## src/rtl/regfile_scb.sv

```systemverilog
// regfile_scb: NRD-read / 1-write integer register file with a per-register busy scoreboard
// and a self-clearing start-up sequence. Optional feature macro: REGFILE_BYPASS_EN (write-to-read forwarding).
module regfile_scb #(
  parameter  int XLEN  = 32,
  parameter  int NREGS = 32,
  parameter  int NRD   = 3,
  localparam int AW    = $clog2(NREGS)
) (
  input  logic                clk,
  input  logic                reset,
  output logic                ready,
  input  logic                we,
  input  logic [AW-1:0]       wa,
  input  logic [XLEN-1:0]     wd,
  input  logic                iss_we,
  input  logic [AW-1:0]       iss_a,
  input  logic [NRD*AW-1:0]   ra,
  output logic [NRD*XLEN-1:0] rd,
  output logic [NRD-1:0]      busy
);

  typedef enum logic {
    ST_CLEAR = 1'b0,
    ST_RUN   = 1'b1
  } state_t;

  state_t            r_state;
  logic [AW-1:0]     r_ptr;
  logic              r_ready;
  logic [NREGS-1:0]  r_busy;
  logic [XLEN-1:0]   r_rf [NREGS];

  logic              w_run;
  logic              w_wr_en;
  logic              w_iss_en;
  logic              w_clr_last;

  assign w_run      = (r_state == ST_RUN);
  assign w_wr_en    = w_run && we && (wa != {AW{1'b0}});
  assign w_iss_en   = w_run && iss_we && (iss_a != {AW{1'b0}});
  assign w_clr_last = (r_ptr == AW'(NREGS - 1));
  assign ready      = r_ready;

  // Start-up sequencer: walk the clear pointer over registers 1..NREGS-1, then run.
  always_ff @(posedge clk or posedge reset) begin
    if (reset) begin
      r_state <= ST_CLEAR;
      r_ptr   <= AW'(1);
      r_ready <= 1'b0;
    end else begin
      case (r_state)
        ST_CLEAR: begin
          r_ptr <= r_ptr + AW'(1);
          if (w_clr_last) begin
            r_state <= ST_RUN;
            r_ready <= 1'b1;
          end else begin
            r_state <= ST_CLEAR;
            r_ready <= 1'b0;
          end
        end
        ST_RUN: begin
          r_state <= ST_RUN;
          r_ready <= 1'b1;
        end
        default: begin
          r_state <= ST_CLEAR;
          r_ptr   <= AW'(1);
          r_ready <= 1'b0;
        end
      endcase
    end
  end

  // Data array has no reset; the clear sequence is what zeroes it.
  always_ff @(posedge clk) begin
    if (!w_run) begin
      r_rf[r_ptr] <= {XLEN{1'b0}};
    end else if (w_wr_en) begin
      r_rf[wa] <= wd;
    end
  end

  // Scoreboard: issue is applied after writeback so a same-cycle new producer wins.
  always_ff @(posedge clk or posedge reset) begin
    if (reset) begin
      r_busy <= {NREGS{1'b0}};
    end else begin
      if (w_wr_en) begin
        r_busy[wa] <= 1'b0;
      end
      if (w_iss_en) begin
        r_busy[iss_a] <= 1'b1;
      end
    end
  end

  for (genvar k = 0; k < NRD; k++) begin : g_rd
    logic [AW-1:0]   w_ra;
    logic [XLEN-1:0] w_rd;
    logic            w_bsy;

    assign w_ra = ra[k*AW +: AW];

    // Read port k: zero while clearing or for register 0, otherwise array/scoreboard lookup.
    always_comb begin
      w_rd  = {XLEN{1'b0}};
      w_bsy = 1'b0;
      if (w_run && (w_ra != {AW{1'b0}})) begin
`ifdef REGFILE_BYPASS_EN
        if (w_wr_en && (wa == w_ra)) begin
          w_rd  = wd;
          w_bsy = w_iss_en && (iss_a == w_ra);
        end else begin
          w_rd  = r_rf[w_ra];
          w_bsy = r_busy[w_ra];
        end
`else
        w_rd  = r_rf[w_ra];
        w_bsy = r_busy[w_ra];
`endif
      end else begin
        w_rd  = {XLEN{1'b0}};
        w_bsy = 1'b0;
      end
    end

    assign rd[k*XLEN +: XLEN] = w_rd;
    assign busy[k]            = w_bsy;
  end

endmodule

```

## config.mk

```make
export PLATFORM = sky130hd
export DESIGN_NAME = regfile_scb
export DESIGN_NICKNAME = d
export VERILOG_FILES = /design/src/rtl/regfile_scb.sv
export SDC_FILE = /design/constraint.sdc
export NUM_CORES = 1
export LEC_CHECK = 0
export BUFFER_PORTS_ARGS = -buffer_cell sky130_fd_sc_hd__buf_4
export CORE_MARGIN = 3
export CORE_UTILIZATION = 30
export CTS_BUF_LIST = sky130_fd_sc_hd__clkbuf_8 sky130_fd_sc_hd__clkbuf_16
export DETAILED_ROUTE_END_ITERATION = 6
export PLACE_DENSITY_LB_ADDON = 0.1
export SLEW_MARGIN = 20
export SYNTH_ARGS = -nofsm -noshare
export SYNTH_HDL_FRONTEND = slang
export SYNTH_SLANG_ARGS = --single-unit
```

## constraint.sdc

```tcl
create_clock -name clk -period 4.4 [get_ports clk]
set_input_delay 0.66 -clock clk [delete_from_list [all_inputs] [get_ports clk]]
set_output_delay 0.66 -clock clk [all_outputs]
set_load 0.005 [all_outputs]
```

Word-level counts from Yosys, hierarchy flattened
Memories as Yosys holds them, arrays and structs flattened.
Cells that the tools add are included.

storage, ports and cells
  flip-flop bits (word level) = 38
  bits in latches = 0
  bits in writable memories = 1024
  ROM bits = 0
  bits of input ports = 61
  output and inout bits = 100
  word-level logic and storage cells = 59
  memories kept = 1

cells by class
  $add $sub $neg = 1
  $mul = 0
  div/mod/pow operators = 0
  order comparisons = 7
  equal/unequal tests = 1
  shift operators = 0
  multiplexer cells = 27
  bitwise gates (word level) = 4
  reduce and logical (&&, ||, !) cells = 15

memories
  name  words  width  read ports  clocked after memory_dff  wr ports  RTL line  source
  r_rf  32     32     3           0                         1         31        logic [XLEN-1:0] r_rf [NREGS];

operators by type and width
  kind                                                                   count
  32-bit two-way mux                                                     6
  32-bit bitwise AND                                                     1
  32-bit NOT                                                             1
  32-bit OR                                                              1
  32-bit OR reduction                                                    1
  5-bit by 6-bit < comparator with 1-bit output, second input constant   5
  5-bit nonzero test                                                     5
  1-bit binary-select mux with 5-bit select                              3
  1-bit two-way mux                                                      14
  1-bit demux with 5-bit select                                          2
  5-bit by 1-bit >= comparator with 1-bit output, second input constant  2
  1-bit logical AND                                                      9
  5-bit by 1-bit adder with 5-bit output, second input constant          1
  5-bit equality test, second input constant                             1
  5-bit two-way mux                                                      1
  1-bit case mux with 2 select lines                                     1
  1-bit NOT                                                              1

Longest topological paths before layout
  depth in word-level cells = 9
  gate-level depth with buffers = 9
  mapped depth without buffers = 4

Least setup slack after synthesis
OpenSTA, ideal clock, no wires.

  kind = in2reg
  start point = input port wa[2]
  end point = memory r_rf[1][0] (enable)
  setup time = 501 ps
  arrival = 4727 ps
  required time = 3899 ps
  slack = -829 ps
  stages on the path = 5
  path buffers = 1
  path through = nor3_1 > a21o_1 > buf_4 > mux2_2 > nor4_1

on the way
  word-level cells in the longest chain between the ends = 7
  elaborated cells on any way between the ends = 8
  those cells by class = mux: 5; reduce/logical: 3

ends and longest elaborated chain
  what                                                                            RTL line  source
  start: declaration                                                              13        input logic [AW-1:0] wa,
  5-bit nonzero test                                                              39        assign w_wr_en = w_run && we && (wa != {AW{1'b0}});
  1-bit logical AND                                                               39
  1-bit two-way mux                                                               79        end else if (w_wr_en) begin
  1-bit two-way mux                                                               77        if (!w_run) begin
  1-bit two-way mux (not written as such)                                         80        r_rf[wa] <= wd;
  32-bit OR reduction (no source line)                                            n/a
  5-bit two-way mux (no source line) / 1-bit two-way mux (equally long branches)  n/a
  end: declaration                                                                31

Parallel ways exist; a longest one is shown, timed or not.

==> metrics.txt <==
Reg power frac 44.3%; Fmax achieved 235 MHz; status finished clean; area leader, netlist edfxtp_1; final count of negative-setup-slack endpoints 0; Min-Delay Startpoint iss_a[3]; drt drc 0; final instance area 69200 sq um; DR WL/cell 40.2 microns; Area contributors post-synth edfxtp_1 (52%), mux4_2 (15%), mux2i_1 (14%), a22oi_1 (5.1%), nand3_1 (1.8%); vias in the first global route 41600; row cnt 161; CTS Buffer Depth 3; sequential area share after synthesis 54.0%; DRT Pass-1 Iters 5; layout cell share with drive strength beyond 1 26.5%; Routed WL 276 mm; VDD IR-drop max 0.369 mV; die height 448 microns; number of enable flip-flop cells after synthesis 1024; post-DP HPWL 175 mm; most common cell after layout, fill and taps aside edfxtp_1; clock share of power 43.0%; internal power 0.0186 W; initial core utilization 30.3%; Mapped Cells 3928; Root Buffer clkbuf_16; hold depth 2; IO buf count 160; first-pass GRT wire length 369 mm; Largest stage delay, worst path 0.72 ns; CTS sink cnt 1062; max_cap viols 0; Critical Path End Type output port; Vias 42100; Worst R2R Start ready$_DFF_PP0_; final worst-path cycle share 96.7%; Static Leakage 25.6 nW; Core ar. 194000 sq um; Pins Over Slew Limit 0; WP data arrival 3.59 ns; final hold slack 0.159 ns; Worst R2R End r_rf[18][8]$_DFFE_PP_; combinational power share 12.7%; Hold EP r_busy[19]$_DFF_PP0_; Tot GR Track Use 27.1%; Final Skew 0.0167 ns; Layout Nets 4219; CTS buffer count 133; synthesis-stage register bit count 1062; top flip-flop cell by instance count after synthesis edfxtp_1; most frequent CP cell buf_4; routed vias/inst 6.13; RSZ-0062 raised after global routing no; Die X 448 microns; Crit Path Max Fanout 17; Netlist Area Pre-Place 58700 sq um; Required @ worst endpoint 3.74 ns; post-synth cell types 57; H-tree levels 4; Slew @ Worst Pin 1.13 ns; power per cell area 366 nW/um^2; sw power 0.00667 W; FF-to-FF path depth 5; startpoint class of the critical path flip-flop; Yosys warnings 0; clock transition at the registers of the reported paths 0.06 ns; syn_nets 3991; worst skew pair latency 0.79 ns; Sw Ratio 26.4%; CTS tree done; Post-CTS Setup Inserts 0; Worst Hold Class in -> reg; DIE AREA 201000 sq um; r2r setup slk 0.98 ns; crit path cell chain nor3b_4 -> buf_4 -> and2_2 -> buf_4 -> nand2_1 -> nand4_1 -> buf_4; CP startpoint ready$_DFF_PP0_; most frequent cells in the layout edfxtp_1 (1024), mux2i_1 (807), a22oi_1 (396); initial antenna violation count 14; P&R area growth vs syn 17.8%; slew margin rel. 24.5%; post-route ant nets 0; Initial DRC Count 5546; io pins 161; largest net degree at the start of global routing 65; Final Hold Fails 0; GRT overflow 0; async set-reset flop share out of synthesis 3.58%; Synth top area share 52.4%; Final min period 4.25 ns; Slowest cell on crit path dfrtp_2; syn avg cell area 14.9 sq um; critical path class reg -> out; post-placement cell area 64900 sq um; GPL Wtd Cong 0.841
[power groups by stage]
stage | Clock, W | Sequential, W | Combinational (W)
5_1_grt | 0.0115 | 0.0112 | 0.00331
4_1_cts | 0.0111 | 0.0112 | 0.00321
3_3_place_gp | 0 | 0.0114 | 0.00321
3_5_place_dp | 0 | 0.0114 | 0.00320
2_1_floorplan | 0 | 0.0114 | 0.00162
6_report | 0.0109 | 0.0112 | 0.00322
[cells in the mapped netlist, types with 2 or more instances]
cell      instances
nand4_1         103
nor4bb_1          4
a32oi_1           5
nand2_1         133
xnor2_1           3
and2_0            2
edfxtp_1       1024
nand2b_1          7
o31a_1            2
nand3b_1          3
nor3_1           21
clkbuf_1        127
mux2i_1         807
buf_6            17
mux4_2          390
nor2b_1          17
and3_1           13
buf_4            66
nor3b_2           4
and4b_1           5
a22oi_1         396
nand3_1         207
nor2_2            7
or2_2             3
nor2_1           30
buf_2           142
a22o_1           78
ha_1              2
dfrtp_1          37
o21ai_0          58
nor4_1            4
and2_1           43
a31oi_1          82
a21oi_1          45
mux2_2            6
buf_1             9
inv_1             6
[routing by layer]
layer | up-vias | global-route usage [%] | share of wire, %
li1 | 16900 | - | -
met1 | 22500 | 36.0 | 41
met2 | 2257 | 43.6 | 47
met3 | 492 | 4.80 | 7.3
met4 | 0 | 11.2 | 4.6
met5 | - | 0 | 0
[kinds of logic (layout without fill, tap and decap cells)]
group	after synthesis	after routing	synth area share [%]
mux	1203	1203	28.8
buf+inv	370	701	3.36
simple gates	612	612	5.47
other cells	0	7	0
fa+ha+maj	2	2	0.0426
xor+xnor	3	3	0.0448
compound gates	676	676	8.22
flops	1062	1062	54.0
[cell type report]
cell class | count | area (sq um)
Inverter | 6 | 22.5
Tap cell | 2608 | 3260
Antenna cell | 7 | 17.5
Fill cell | 18500 | 124000
Multi-Input combinational cell | 2496 | 25500
Clock buffer | 140 | 3480
Clock inverter | 98 | 769
Timing Repair Buffer | 457 | 4380
Sequential cell | 1062 | 31700
[state kept, by name (all words and copies together) (netlist names)]
name    cells
r_rf     1024
ready       1
r_ptr       5
r_busy     32
[critical path, delay by kind of cell, from the launching register on]
family	cells	cell delay, ns
DFF	1	0.72
buffers and inverters	3	0.95
and+or+nand+nor	4	1.08
[stage by stage]
step           utilization, %  power (W)  cells  setup WS (ns)  TNS [ns]
2_1_floorplan               -     0.0130   3928         -0.829    -53.03
3_3_place_gp             33.5     0.0146   6628          0.304         0
3_5_place_dp             33.5     0.0146   6628          0.271         0
4_1_cts                  35.7     0.0255   6867         0.0855         0
5_1_grt                  35.7     0.0260   6869         0.0957         0
6_report                 35.7     0.0253   6874          0.147         0
[worst max path at each step]
stage,end,slack [ns],cells past startpoint
finish,rd[32],0.15,7
global route,rd[46],0.1,7
CTS,rd[46],0.09,7
detailed placement,rd[71],0.27,8
global placement,rd[71],0.30,8
floorplan,r_rf[1][0]$_DFFE_PP_,-0.83,5
[repair_timing]
| action | 4_1_cts | 5_1_grt |
|---|---|---|
| hold endpoints to repair | 5 | 0 |
| hold buffers | 1 | 0 |
| endpoints found under the setup margin | 4 | 0 |
| resized for setup | 1 | 0 |
Note: power is estimated with default switching activity, not from simulation.
